File: src/rtl/dp_pkg.sv
// Shared definitions for the two-stage register/ALU datapath: opcodes, field positions, stage control.
// Pure declarations; no latency or flow-control behaviour of its own.
package dp_pkg;

   localparam int DP_DATA_W  = 16;
   localparam int DP_REG_CNT = 16;

   localparam int OP_MSB  = 15;
   localparam int OP_LSB  = 12;
   localparam int RD_MSB  = 11;
   localparam int RD_LSB  = 8;
   localparam int RS1_MSB = 7;
   localparam int RS1_LSB = 4;
   localparam int RS2_MSB = 3;
   localparam int RS2_LSB = 0;

   typedef enum logic [3:0] {
      OP_ADD   = 4'h0,
      OP_SUB   = 4'h1,
      OP_AND   = 4'h2,
      OP_OR    = 4'h3,
      OP_XOR   = 4'h4,
      OP_NOT   = 4'h5,
      OP_SLL   = 4'h6,
      OP_SRL   = 4'h7,
      OP_SRA   = 4'h8,
      OP_ROL   = 4'h9,
      OP_MOV   = 4'hA,
      OP_ADDI  = 4'hB,
      OP_NOP_C = 4'hC,
      OP_NOP_D = 4'hD,
      OP_NOP_E = 4'hE,
      OP_NOP_F = 4'hF
   } opcode_e;

   // Control captured alongside the operands in stage 1.
   typedef struct packed {
      logic       load;
      opcode_e    op;
      logic [3:0] rd;
      logic [3:0] imm4;
   } s1_ctl_t;

   // Opcodes C-F retire without producing a result.
   function automatic logic op_writes(input opcode_e op);
      return (op <= OP_ADDI);
   endfunction

endpackage

File: src/rtl/alu_core.sv
// Combinational ALU: result and carry from two operands, opcode and a 4-bit immediate.
// Zero latency; no flow control.
module alu_core
   import dp_pkg::*;
#(
   parameter int W = DP_DATA_W
) (
   input  logic [W-1:0] a,
   input  logic [W-1:0] b,
   input  opcode_e      op,
   input  logic [3:0]   imm4,
   output logic [W-1:0] result,
   output logic         carry
);

   logic [W:0]     sum;
   logic [W:0]     diff;
   logic [W:0]     addi;
   logic [W-1:0]   immx;
   logic [2*W-1:0] rot;

   assign immx = {{(W-4){1'b0}}, imm4};
   assign sum  = {1'b0, a} + {1'b0, b};
   assign diff = {1'b0, a} - {1'b0, b};
   assign addi = {1'b0, a} + {1'b0, immx};
   // Upper half of the doubled word shifted left is the left rotation.
   assign rot  = {a, a} << imm4;

   always_comb begin
      result = '0;
      carry  = 1'b0;
      case (op)
         OP_ADD: begin
            result = sum[W-1:0];
            carry  = sum[W];
         end
         OP_SUB: begin
            result = diff[W-1:0];
            carry  = ~diff[W];
         end
         OP_AND:  result = a & b;
         OP_OR:   result = a | b;
         OP_XOR:  result = a ^ b;
         OP_NOT:  result = ~a;
         OP_SLL:  result = a << imm4;
         OP_SRL:  result = a >> imm4;
         OP_SRA:  result = $signed(a) >>> imm4;
         OP_ROL:  result = rot[2*W-1:W];
         OP_MOV:  result = a;
         OP_ADDI: begin
            result = addi[W-1:0];
            carry  = addi[W];
         end
         default: begin
            result = '0;
            carry  = 1'b0;
         end
      endcase
   end

endmodule

File: src/rtl/pipe_datapath.sv
// Two-stage register-file datapath: operand capture with write-back bypass, then ALU/load retire.
// Result registered two edges after issue (capture edge + retire edge); accepts one per cycle, never stalls.
module pipe_datapath
   import dp_pkg::*;
#(
   parameter int DATA_W  = DP_DATA_W,
   parameter int REG_CNT = DP_REG_CNT
) (
   input  logic              clk,
   input  logic              reset,
   input  logic [15:0]       Instruction,
   input  logic              instr_valid,
   input  logic [DATA_W-1:0] DataInit,
   input  logic              InitSel,
   output logic [DATA_W-1:0] ALUOut,
   output logic              out_valid,
   output logic              zero_flag,
   output logic              carry_flag,
   output logic [15:0]       retired_cnt
);

   logic [DATA_W-1:0] regs [REG_CNT];

   logic              s1_vld;
   s1_ctl_t           s1_ctl;
   s1_ctl_t           s1_nxt;
   logic [DATA_W-1:0] s1_a;
   logic [DATA_W-1:0] s1_b;

   logic [3:0]        rs1;
   logic [3:0]        rs2;
   logic [DATA_W-1:0] opa;
   logic [DATA_W-1:0] opb;

   logic [DATA_W-1:0] alu_res;
   logic              alu_carry;
   logic              s2_produces;
   logic              s2_wen;
   logic [DATA_W-1:0] s2_res;

   assign rs1 = Instruction[RS1_MSB:RS1_LSB];
   assign rs2 = Instruction[RS2_MSB:RS2_LSB];

   always_comb begin
      s1_nxt      = '0;
      s1_nxt.load = InitSel;
      s1_nxt.op   = opcode_e'(Instruction[OP_MSB:OP_LSB]);
      s1_nxt.rd   = Instruction[RD_MSB:RD_LSB];
      s1_nxt.imm4 = Instruction[RS2_MSB:RS2_LSB];
   end

   alu_core #(.W(DATA_W)) u_alu (
      .a      (s1_a),
      .b      (s1_b),
      .op     (s1_ctl.op),
      .imm4   (s1_ctl.imm4),
      .result (alu_res),
      .carry  (alu_carry)
   );

   // Loads carry their value through the stage-1 A operand slot.
   assign s2_produces = s1_ctl.load || op_writes(s1_ctl.op);
   assign s2_res      = s1_ctl.load ? s1_a : alu_res;
   assign s2_wen      = s1_vld && s2_produces && (s1_ctl.rd != 4'd0);

   // The retiring instruction's result overrides the register it writes this same edge.
   always_comb begin
      opa = '0;
      opb = '0;
      if (rs1 != 4'd0) begin
         opa = (s2_wen && (s1_ctl.rd == rs1)) ? s2_res : regs[rs1];
      end
      if (rs2 != 4'd0) begin
         opb = (s2_wen && (s1_ctl.rd == rs2)) ? s2_res : regs[rs2];
      end
   end

   always_ff @(posedge clk or posedge reset) begin
      if (reset) begin
         for (int i = 0; i < REG_CNT; i++) begin
            regs[i] <= '0;
         end
      end else if (s2_wen) begin
         regs[s1_ctl.rd] <= s2_res;
      end
   end

   always_ff @(posedge clk or posedge reset) begin
      if (reset) begin
         s1_vld <= 1'b0;
         s1_ctl <= '0;
         s1_a   <= '0;
         s1_b   <= '0;
      end else begin
         s1_vld <= instr_valid;
         if (instr_valid) begin
            s1_ctl <= s1_nxt;
            s1_a   <= InitSel ? DataInit : opa;
            s1_b   <= opb;
         end
      end
   end

   always_ff @(posedge clk or posedge reset) begin
      if (reset) begin
         ALUOut      <= '0;
         out_valid   <= 1'b0;
         zero_flag   <= 1'b0;
         carry_flag  <= 1'b0;
         retired_cnt <= '0;
      end else begin
         out_valid <= s1_vld;
         if (s1_vld) begin
            retired_cnt <= retired_cnt + 16'd1;
            if (s2_produces) begin
               ALUOut     <= s2_res;
               zero_flag  <= (s2_res == '0);
               carry_flag <= s1_ctl.load ? 1'b0 : alu_carry;
            end
         end
      end
   end

endmodule

File: config.mk
export PLATFORM = sky130hd
export DESIGN_NAME = pipe_datapath
export DESIGN_NICKNAME = d
export VERILOG_FILES = /design/src/rtl/dp_pkg.sv /design/src/rtl/alu_core.sv /design/src/rtl/pipe_datapath.sv
export SDC_FILE = /design/constraint.sdc
export NUM_CORES = 1
export LEC_CHECK = 0
export CAP_MARGIN = 20
export CORE_MARGIN = 3
export CORE_UTILIZATION = 45
export CTS_BUF_LIST = sky130_fd_sc_hd__clkbuf_4
export DETAILED_ROUTE_END_ITERATION = 10
export PLACE_DENSITY = 0.68
export SKIP_LAST_GASP = 1
export SLEW_MARGIN = 10
export SYNTH_ARGS = -nofsm -noshare
export SYNTH_HDL_FRONTEND = slang
export SYNTH_SLANG_ARGS = --single-unit
File: constraint.sdc
create_clock -name clk -period 29.5 [get_ports clk]
set_input_delay 5.9 -clock clk [delete_from_list [all_inputs] [get_ports clk]]
set_output_delay 5.9 -clock clk [all_outputs]
set_load 0.005 [all_outputs]
==> impl_metrics.csv <==
group,metric,value,unit
worst_setup_path,crit_path_top_delay_cell,"a211oi_4",
die,start_util,0.456,
routing,wl,74.9,mm
clocking,cts.sink_count,337,
power_and_ir_drop,p_sw_frac,0.370,
yosys,synth.distinct_cells,101,
sta,drv_slew,0,
power_and_ir_drop,clkPwrFrac,0.230,
grt,track_usage,0.278,
power_and_ir_drop,power.density,71.6,nW/µm²
job,drv_cap,0,
finish,syn_to_final_growth,9.72,%
routing,post_drt_wl_per_cell,26.3,µm
worst_setup_path,cp_num_cells,7,
yosys,syn_area_per_cell,11.0,µm²
worst_hold_path,hold_start,"regs[248]",
placed_design,dp.cells,2687,
worst_setup_path,crit_required,30.21,ns
power_and_ir_drop,p_int,1.13,mW
worst_hold_path,hold_end,"regs[248]",
yosys,yosysWarnings,0,
yosys,async_flop_share,1.00,
yosys,ys_seq_area_frac,0.368,
worst_setup_path,slowest_delay,0.97,ns
die,die_w,232,µm
finish,nFillCells,4539,
sta,fmax,0.118,GHz
routing,drt-pass1-iter-count,5,
power_and_ir_drop,power_frac_comb,0.371,
clocking,cts-root-buf,"clkbuf_4",
clocking,cts_tree,"built",
grt,grt_pass1_vias,18300,
routing,drc,0,
finish,ff_latch_area,8440,µm²
worst_setup_path,start_kind,"input pin",
routing,drt_iter0_drc,1877,
worst_setup_path,crit_path_frequent_cell,"buf_4",
sta,rsz0062_at_grt,"no",
worst_setup_path,worstPathCellList,"buf_4 > buf_4 > xnor2_1 > nand4_1 > a211oi_4 > mux2_2 > o221ai_1",
sta,post-route-min-period,8.45,ns
routing,final_antenna_net_count,0,
placed_design,gp_routability_congestion,0.982,
placed_design,port_buffers,70,
routing,viasPerCell,6.52,
sta,hold_violations,0,
worst_setup_path,worstSetupPathType,"in2reg",
clocking,htreeDepth,3,
worst_setup_path,path_max_fanout,38,
power_and_ir_drop,switching_power,666,µW
sta,maxSlewHeadroom,0.223,
power_and_ir_drop,p_leak,10.5,nW
yosys,ys_seq_elements,337,
finish,post_route_cells_drive_above_1_share,0.274,
sta,setup_viol,0,
die,io_pins,71,
worst_setup_path,r2r_setup_slack,24.76,ns
grt,grt_first_pass_wirelength,114,mm
routing,num_vias,18600,
clocking,cts_buffer_depth,3,
die,die_y,232,µm
worst_setup_path,cp.arrival,9.16,ns
finish,final_util,0.500,
power_and_ir_drop,ir_drop,0.0000414,V
yosys,synth_nets,2190,
die,design.core.area,50300,µm²
finish,nets,2203,
finish,multi_input_area,13300,µm²
clocking,insertion_delay,0.81,ns
yosys,syn_inst,2094,
clocking,clk_pin_slew_worst_paths,0.06,ns
worst_hold_path,hp-class,"reg2reg",
clocking,cts_made_buffers,89,
grt,grt_antenna_before_repair,2,
clocking,post_cts_resized,0,
sta,tightest_slew,1.16,ns
clocking,postCtsSetupBuffers,0,
die,rows,82,
worst_setup_path,r2r_end,"zero_flag",
worst_setup_path,r2r-start,"s1_a[3]",
grt,grt_overflow_total,0,
worst_setup_path,worst_setup_path_end_kind,"flip-flop",
sta,post-route-period-util,0.286,
worst_setup_path,crit_buf_inv,2,
worst_setup_path,r2r_cells,12,
placed_design,place_hpwl,50.0,mm
grt,grt_max_degree,149,
yosys,netlist_area,22900,µm²
yosys,synth_edf_count,0,
die,dieArea,53700,µm²
worst_setup_path,cpLargestDelayFamily,"buffers and inverters",
clocking,ctsHoldBuffers,0,
sta,fin_setup_tns,0,ns
power_and_ir_drop,p_seq_frac,0.399,
yosys,synth_flop_cell,"dfrtp_1",
sta,fin_skew,0.0462,ns
worst_hold_path,worstHoldPathCells,0,
status,run_status,"complete, no violations",
finish,final-instance-count-excl-fill,2847,
-- layout by cell type, fill, tap and decap left out, types with 60 or more instances in the layout --
cell and instances:
dfrtp_1 335, nand2_1 208, mux2_2 196, mux4_2 156, clkbuf_4 121, o21ai_0 100
nor2_1 86, mux2i_1 79, a21oi_1 74, clkdlybuf4s50_1 65, inv_1 63, buf_4 60
-- worst max-delay path by stage --
stage	startpoint	end	slack, ns
floorplan	reset	ALUOut[0]	14.26
global placement	Instruction[4]	s1_a[8]	20.26
detailed placement	Instruction[4]	s1_a[11]	20.20
CTS	Instruction[4]	s1_a[11]	21.07
global route	Instruction[4]	s1_a[8]	20.84
finish	Instruction[4]	s1_a[8]	21.05
-- Yosys cell counts (all sizes together) (11+ instances only) --
master / instances / area, µm²
nor2b: 16 / 100
a211oi: 12 / 95.1
o211ai: 13 / 97.6
nand3: 42 / 210
a31oi: 15 / 121
buf: 74 / 467
nor3b: 11 / 87.6
nor2: 89 / 347
nand4: 21 / 146
dfrtp: 337 / 8430
inv: 66 / 248
nor4: 14 / 93.8
mux2: 200 / 2260
nor3: 41 / 216
xnor2: 30 / 263
a21oi: 75 / 379
mux2i: 80 / 805
nand2: 208 / 781
mux4: 158 / 3570
nand2b: 13 / 81.3
o221ai: 31 / 272
o22ai: 35 / 219
ha: 57 / 713
clkbuf: 134 / 504
o31ai: 26 / 209
o21ai: 116 / 581
-- stage by stage --
| stage | hold WS [ns] | worst slack, ns | instance area (µm²) | power (mW) |
|---|---|---|---|---|
| 6_report | 0.402 | 21.05 | 25200 | 1.80 |
| 5_1_grt | 0.408 | 20.84 | 25200 | 1.90 |
| 4_1_cts | 0.404 | 21.07 | 25100 | 1.80 |
| 3_5_place_dp | 0.389 | 20.20 | 24000 | 1.38 |
| 3_3_place_gp | 0.378 | 20.26 | 24000 | 1.35 |
| 2_1_floorplan | 0.352 | 14.26 | 22900 | 1.17 |
-- power groups by stage --
stage	Combinational, mW	Sequential (mW)	Clock, mW
after global placement	0.641	0.707	0
after floorplan	0.498	0.672	0
final	0.668	0.718	0.414
after CTS	0.659	0.713	0.425
after detailed placement	0.656	0.720	0
after global routing	0.718	0.733	0.452
-- layout make-up --
cell class / instances / area share
Antenna cell: 2 / 0.000199
Clock buffer: 121 / 0.0361
Clock inverter: 36 / 0.00925
Inverter: 67 / 0.0103
Multi-Input combinational cell: 1482 / 0.530
Sequential cell: 337 / 0.335
Tap cell: 672 / 0.0334
Timing Repair Buffer: 130 / 0.0459
-- layer usage --
layer | vias up | part of all wire | GRT usage
met2 | 922 | 0.48 | 0.440
met5 | - | 0 | 0
met3 | 195 | 0.080 | 0.0512
li1 | 7994 | - | -
met4 | 0 | 0.048 | 0.143
met1 | 9463 | 0.40 | 0.366
-- registers in the layout (all words and copies together), names as in the netlist --
register	cells
s1_a	16
carry_flag	1
ALUOut	16
s1_b	16
retired_cnt	16
out_valid	1
zero_flag	1
regs	256
s1_ctl	13
s1_vld	1
-- cell families (layout without fill, tap and decap cells) --
logic type      after synthesis  count (layout)  synth area share
other cells                   0               2                 0
compound gates              430             430             0.129
mux                         438             438             0.289
buf+inv                     275             354            0.0533
flops                       337             337             0.368
simple gates                516             516             0.113
xor+xnor                     38              38            0.0145
fa+ha+maj                    60              60            0.0337
Note: power is estimated with default switching activity, not from simulation.
